### config.mk
export PLATFORM = sky130hd
export DESIGN_NAME = ysyx_23060221_lsu
export DESIGN_NICKNAME = d
export VERILOG_FILES = /design/src/rtl/ysyx_23060221_lsu_pkg.sv /design/src/rtl/ysyx_23060221_lsu_align.sv /design/src/rtl/ysyx_23060221_lsu.sv
export SDC_FILE = /design/constraint.sdc
export NUM_CORES = 1
export LEC_CHECK = 0
export ABC_AREA = 1
export CORE_ASPECT_RATIO = 0.5
export CORE_MARGIN = 4
export CORE_UTILIZATION = 35
export DETAILED_ROUTE_END_ITERATION = 10
export PLACE_DENSITY = 0.76
export SYNTH_ARGS = -nofsm -noshare
export SYNTH_HDL_FRONTEND = slang
export SYNTH_SLANG_ARGS = --single-unit
### constraint.sdc
create_clock -name clk -period 3.15 [get_ports clk]
set_clock_uncertainty 0.15 [all_clocks]
set_input_delay 0.7875 -clock clk [delete_from_list [all_inputs] [get_ports clk]]
set_output_delay 0.7875 -clock clk [all_outputs]
set_load 0.005 [all_outputs]
### src/rtl/ysyx_23060221_lsu_pkg.sv
// Shared definitions for the load/store stage: access-size codes and FSM state encoding.
package ysyx_23060221_lsu_pkg;

   localparam logic [2:0] LS_B  = 3'b000;
   localparam logic [2:0] LS_H  = 3'b001;
   localparam logic [2:0] LS_W  = 3'b010;
   localparam logic [2:0] LS_BU = 3'b100;
   localparam logic [2:0] LS_HU = 3'b101;

   typedef enum logic [1:0] {
      ST_IDLE = 2'd0,
      ST_REQ  = 2'd1,
      ST_WAIT = 2'd2,
      ST_DONE = 2'd3
   } lsu_state_e;

endpackage

### src/rtl/ysyx_23060221_lsu_align.sv
// Byte-lane steering for stores, load extraction/extension, and alignment check.
module ysyx_23060221_lsu_align
   import ysyx_23060221_lsu_pkg::*;
(
   input  logic [2:0]  i_funct3,
   input  logic [1:0]  i_off,
   input  logic [31:0] i_sdata,
   input  logic [31:0] i_rdata,
   output logic [31:0] o_wdata,
   output logic [3:0]  o_wstrb,
   output logic [31:0] o_ldata,
   output logic        o_misalign
);

   logic [31:0] w_shift;

   assign w_shift = i_rdata >> {i_off, 3'b000};

   always_comb begin
      o_wdata    = i_sdata;
      o_wstrb    = 4'b0000;
      o_ldata    = w_shift;
      o_misalign = 1'b0;
      case (i_funct3)
         LS_B: begin
            o_wdata = {4{i_sdata[7:0]}};
            o_wstrb = 4'b0001 << i_off;
            o_ldata = {{24{w_shift[7]}}, w_shift[7:0]};
         end
         LS_BU: o_ldata = {24'h0, w_shift[7:0]};
         LS_H: begin
            o_wdata    = {2{i_sdata[15:0]}};
            o_wstrb    = 4'b0011 << i_off;
            o_ldata    = {{16{w_shift[15]}}, w_shift[15:0]};
            o_misalign = i_off[0];
         end
         LS_HU: begin
            o_ldata    = {16'h0, w_shift[15:0]};
            o_misalign = i_off[0];
         end
         LS_W: begin
            o_wstrb    = 4'b1111;
            o_misalign = |i_off;
         end
         default: ;
      endcase
   end

endmodule

### src/rtl/ysyx_23060221_lsu.sv
// Load/store stage: accepts from execute, performs at most one memory access, holds result for writeback.
module ysyx_23060221_lsu
   import ysyx_23060221_lsu_pkg::*;
#(
   parameter int RSP_TIMEOUT = 255
)(
   input  logic        clk,
   input  logic        rst,
   input  logic        EXU_valid,
   output logic        LSU_ready,
   input  logic [31:0] ex_res,
   input  logic [31:0] ex_wdata,
   input  logic        ex_ren,
   input  logic        ex_wen,
   input  logic [2:0]  ex_funct3,
   input  logic [4:0]  ex_rd,
   input  logic        ex_rfwen,
   output logic        mem_req_valid,
   input  logic        mem_req_ready,
   output logic [31:0] mem_req_addr,
   output logic        mem_req_we,
   output logic [31:0] mem_req_wdata,
   output logic [3:0]  mem_req_wstrb,
   input  logic        mem_rsp_valid,
   input  logic [31:0] mem_rsp_rdata,
   output logic        LSU_valid,
   input  logic        WBU_ready,
   output logic [31:0] wb_data,
   output logic [4:0]  wb_rd,
   output logic        wb_rfwen,
   output logic [31:0] lsu_fwd_data,
   output logic        lsu_err
);

   localparam logic [7:0] LP_TO    = 8'(RSP_TIMEOUT);
   localparam bit         LP_TO_EN = (RSP_TIMEOUT != 0);

   lsu_state_e  r_state, w_state_nxt;
   logic [31:0] r_addr, r_wdata, r_wb_data;
   logic [3:0]  r_wstrb;
   logic [2:0]  r_funct3;
   logic [4:0]  r_wb_rd;
   logic        r_wen, r_rfwen, r_wb_rfwen, r_err;
   logic [7:0]  r_cnt;
   logic [7:0]  w_cnt_inc;
   logic        w_ready, w_accept, w_is_mem, w_rsp_done, w_timeout;
   logic [2:0]  w_al_funct3;
   logic [1:0]  w_al_off;
   logic [31:0] w_al_wdata, w_al_ldata;
   logic [3:0]  w_al_wstrb;
   logic        w_al_misalign;

   // The aligner looks at the incoming instruction while accepting and at the held one while waiting.
   assign w_al_funct3 = (r_state == ST_WAIT) ? r_funct3    : ex_funct3;
   assign w_al_off    = (r_state == ST_WAIT) ? r_addr[1:0] : ex_res[1:0];

   ysyx_23060221_lsu_align u_align (
      .i_funct3   (w_al_funct3),
      .i_off      (w_al_off),
      .i_sdata    (ex_wdata),
      .i_rdata    (mem_rsp_rdata),
      .o_wdata    (w_al_wdata),
      .o_wstrb    (w_al_wstrb),
      .o_ldata    (w_al_ldata),
      .o_misalign (w_al_misalign)
   );

   assign w_ready   = (r_state == ST_IDLE) | ((r_state == ST_DONE) & WBU_ready);
   assign w_accept  = EXU_valid & w_ready;
   assign w_is_mem  = ex_ren | ex_wen;
   assign w_cnt_inc = r_cnt + 8'd1;

   always_ff @(posedge clk) begin
      if (rst) r_state <= ST_IDLE;
      else     r_state <= w_state_nxt;
   end

   always_comb begin
      w_state_nxt = r_state;
      w_rsp_done  = 1'b0;
      w_timeout   = 1'b0;
      case (r_state)
         ST_REQ: if (mem_req_ready) w_state_nxt = ST_WAIT;
         ST_WAIT: begin
            // A response in the limit cycle still counts as a good completion.
            if (mem_rsp_valid) begin
               w_rsp_done  = 1'b1;
               w_state_nxt = ST_DONE;
            end else if (LP_TO_EN && (w_cnt_inc == LP_TO)) begin
               w_timeout   = 1'b1;
               w_state_nxt = ST_DONE;
            end
         end
         ST_DONE: if (WBU_ready) w_state_nxt = ST_IDLE;
         default: ;
      endcase
      if (w_accept)
         w_state_nxt = (w_is_mem & ~w_al_misalign) ? ST_REQ : ST_DONE;
   end

   always_ff @(posedge clk) begin
      if (rst) begin
         r_addr     <= 32'h0;
         r_wdata    <= 32'h0;
         r_wstrb    <= 4'h0;
         r_funct3   <= 3'h0;
         r_wen      <= 1'b0;
         r_rfwen    <= 1'b0;
         r_wb_data  <= 32'h0;
         r_wb_rd    <= 5'h0;
         r_wb_rfwen <= 1'b0;
         r_err      <= 1'b0;
         r_cnt      <= 8'h0;
      end else begin
         if (w_accept) begin
            r_addr     <= ex_res;
            r_wdata    <= w_al_wdata;
            r_wstrb    <= ex_wen ? w_al_wstrb : 4'h0;
            r_funct3   <= ex_funct3;
            r_wen      <= ex_wen;
            r_rfwen    <= ex_rfwen;
            r_wb_rd    <= ex_rd;
            r_wb_data  <= w_is_mem ? 32'h0 : ex_res;
            r_wb_rfwen <= w_is_mem ? 1'b0 : ex_rfwen;
            r_err      <= w_is_mem & w_al_misalign;
         end else if (w_rsp_done) begin
            r_wb_data  <= r_wen ? 32'h0 : w_al_ldata;
            r_wb_rfwen <= r_rfwen;
            r_err      <= 1'b0;
         end else if (w_timeout) begin
            r_wb_data  <= 32'h0;
            r_wb_rfwen <= 1'b0;
            r_err      <= 1'b1;
         end
         if (r_state == ST_REQ)       r_cnt <= 8'h0;
         else if (r_state == ST_WAIT) r_cnt <= w_cnt_inc;
      end
   end

   assign LSU_ready     = w_ready;
   assign mem_req_valid = (r_state == ST_REQ);
   assign mem_req_addr  = {r_addr[31:2], 2'b00};
   assign mem_req_we    = r_wen;
   assign mem_req_wdata = r_wdata;
   assign mem_req_wstrb = r_wstrb;
   assign LSU_valid     = (r_state == ST_DONE);
   assign wb_data       = r_wb_data;
   assign wb_rd         = r_wb_rd;
   assign wb_rfwen      = r_wb_rfwen;
   assign lsu_fwd_data  = r_wb_data;
   assign lsu_err       = r_err;

endmodule

==> metrics.md <==
| Metric | Value |
|---|---|
| Outcome | finished clean |
| Drt drc | 0 |
| Final total power | 7.78 mW |
| # clock sinks | 122 |
| Unrepaired setup endpoints after global routing | no |
| Post-cts gate resize count | 0 |
| TritonCTS clock tree | yes |
| Hold WS | 0.310 ns |
| Via count | 7421 |
| Hold Path Class | flop to flop |
| Slew headroom | 55.3% |
| Type of origin of the critical path | input pin |
| Placed insts | 1477 |
| CTS buffer count | 17 |
| Dominant cells by area after synthesis | dfxtp_1, nand2_1, nand3_1 |
| Vias in the first global route | 7091 |
| Path depth of the worst reg2reg path | 11 |
| Final estimated routing congestion in global placement | 0.905 |
| DP HPWL | 17400 µm |
| Fmax | 0.324 GHz |
| Slew Limit Fails | 0 |
| Cts hold-fix bufs | 0 |
| Total track usage | 20.7% |
| CTS max path bufs | 2 |
| Yosys warnings | 0 |
| Initial antenna violation count | 0 |
| Count of final hold-check violations | 0 |
| Share of cells above drive strength 1 | 6.57% |
| Worst VDD drop | 0.414 mV |
| Most frequent cells in the layout | nand2_1, clkdlybuf4s50_1, dfxtp_1 |
| Hold endpoint | r_funct3[1] |
| Area growth syn-to-layout | 41.4% |
| Final WL | 23300 µm |
| CP max FO | 2 |
| Starting Density | 36.5% |
| Critical path class | input pin to output port |
| CORE AREA | 18800 µm² |
| Crit end category | output port |
| Routed WL per cell | 15.5 µm |
| Worst EP required | 2.21 ns |
| IO Count | 256 |
| First-pass GRT wire length | 36600 µm |
| Pre-CTS setup slack | 0.0588 ns |
| Mux cell area share after synthesis | 0% |
| Htree depth | 4 |
| Yosys reg bits | 122 |
| Row cnt | 35 |
| Power per cell area | 801 nW/µm² |
| Post-synthesis compound-gate area fraction | 13.4% |
| CTS clk-pin slew, worst paths | 0.06 ns |
| Setup Fix Bufs, Post-CTS | 0 |
| Final worst setup slack | 0.0632 ns |
| Critical path arrival | 2.15 ns |
| Final Instance Area | 9710 µm² |
| Post-synth top area share | 35.5% |
| Skew-Pair Late Insertion Delay | 0.41 ns |
| Max-Cap Viols | 0 |
| 1st-pass router iterations | 7 |
| Fin crit share | 98.0% |
| Die H | 107 µm |
| Setup Viol. Count Final | 0 |
| Post-Syn Instances | 1073 |
| Synth Area in Simple Gates | 33.8% |
| Critical R2R Capture | r_state[1] |
| Post-synthesis adder-cell area fraction | 0.364% |
| Worst-Margin Slew | 0.671 ns |
| Total grt overflow | 0 |
| Static Leak | 4.15 nW |
| Post-layout minimum cycle time | 3.09 ns |
| Yosys top cell by area | dfxtp_1 |
| Die width | 206 µm |
| Register-to-register setup slack | 0.62 ns |
| Count of different cell masters after synthesis | 32 |
| Die ar. | 22100 µm² |
| Hold path cells | 2 |
| Fin Setup TNS | 0 ns |
| Drt initial violations | 489 |
| Largest net degree at the start of global routing | 87 |
| Worst R2R Start | r_state[0] |
| Finished Layout Cells | 1508 |
| Root Driver | clkbuf_16 |
| Antenna diodes | 0 |
| Most common cell after layout, fill and taps aside | nand2_1 |
| Vias per Instance | 4.92 |
| Post-layout util | 51.6% |
| Xor/xnor share of the synthesized area | 0.382% |
| Synth Area per Inst | 6.40 µm² |
| Post-route ant nets | 0 |
| PortBufs | 253 |
| Sequential cell area fraction in the yosys report | 35.5% |
| Cell Area, Placed | 9110 µm² |
| Largest family of logic cells by synthesized area | simple AND/OR/NAND/NOR gates |
| Post-Syn Area | 6870 µm² |
| Final nets | 1352 |
| Min-delay src | r_funct3[1] |
-- cells in the mapped netlist --
library cell,number
ha_1,2
o31ai_1,1
nand3_2,2
nand3_4,2
buf_4,64
o211ai_1,13
o21ai_1,13
nand3_1,117
nand4_1,1
conb_1,1
o21a_1,1
nor2_8,1
clkbuf_1,28
nor2_2,1
o21ai_2,1
buf_2,30
xnor2_1,1
a21oi_1,87
buf_1,2
inv_1,82
dfxtp_1,122
clkinv_1,2
nor2_4,2
o21ai_0,50
buf_6,3
nand2_4,2
nand2_1,315
a31oi_1,8
nand2_2,8
nor2_1,100
xor2_1,2
inv_2,9
-- worst max-delay path, cell delays in order --
cell and delay [ns]:
clkdlybuf4s50_1 0.49, inv_1 0.07, o21ai_1 0.24, clkdlybuf4s50_1 0.56
-- registers in the layout (all words and copies together), names as in the netlist --
name,flops
r_cnt,8
r_state,2
wb_rd,5
wb_rfwen,1
mem_req_we,1
lsu_err,1
r_addr,32
lsu_fwd_data,32
mem_req_wstrb,4
r_funct3,3
mem_req_wdata,32
r_rfwen,1
-- per-layer routing --
metal  up-vias  routed length, µm  GRT usage [%]  part of all wire [%]
met4         0                575           7.78                   2.5
met2       312              11100           35.1                    48
met1      3383               9990           25.9                    43
li1       3687                  -              -                     -
met3        39               1640           4.23                   7.0
met5         -                  0              0                     0
-- power by group --
| part | leakage (nW) | internal, mW | switching [mW] | total [mW] |
|---|---|---|---|---|
| Sequential | 1.00 | 1.95 | 0.287 | 2.24 |
| Clock | 0.290 | 1.27 | 0.768 | 2.04 |
| Combinational | 2.86 | 1.60 | 1.91 | 3.51 |
| Total | 4.15 | 4.81 | 2.97 | 7.78 |
-- worst max path at each step --
stage / endpoint / from / slack, ns / cells after the start
after CTS: LSU_ready / WBU_ready / 0.06 / 4
final: LSU_ready / WBU_ready / 0.06 / 4
after global placement: LSU_ready / WBU_ready / 0.04 / 4
after detailed placement: LSU_ready / WBU_ready / 0.06 / 4
after global routing: LSU_ready / WBU_ready / 0.01 / 4
after floorplan: lsu_fwd_data[21] / WBU_ready / 0.96 / 8
-- logic make-up after synthesis --
logic type               count (synthesis)
AO/OA/AOI/OAI                          174
XOR/XNOR                                 3
adder cells (fa/ha/maj)                  2
buffers and inverters                  220
flip-flops                             122
other                                    1
AND/OR/NAND/NOR                        551
-- area by class of cell --
| type | instances | area [µm²] |
|---|---|---|
| clock buffer | 18 | 439 |
| clock inverter | 13 | 166 |
| fill | 1882 | 9120 |
| inverter | 93 | 352 |
| multi-input combinational | 732 | 3320 |
| sequential | 122 | 2440 |
| tap | 259 | 324 |
| timing repair buffer | 271 | 2680 |
No activity file was read; power rests on OpenSTA's default activity.
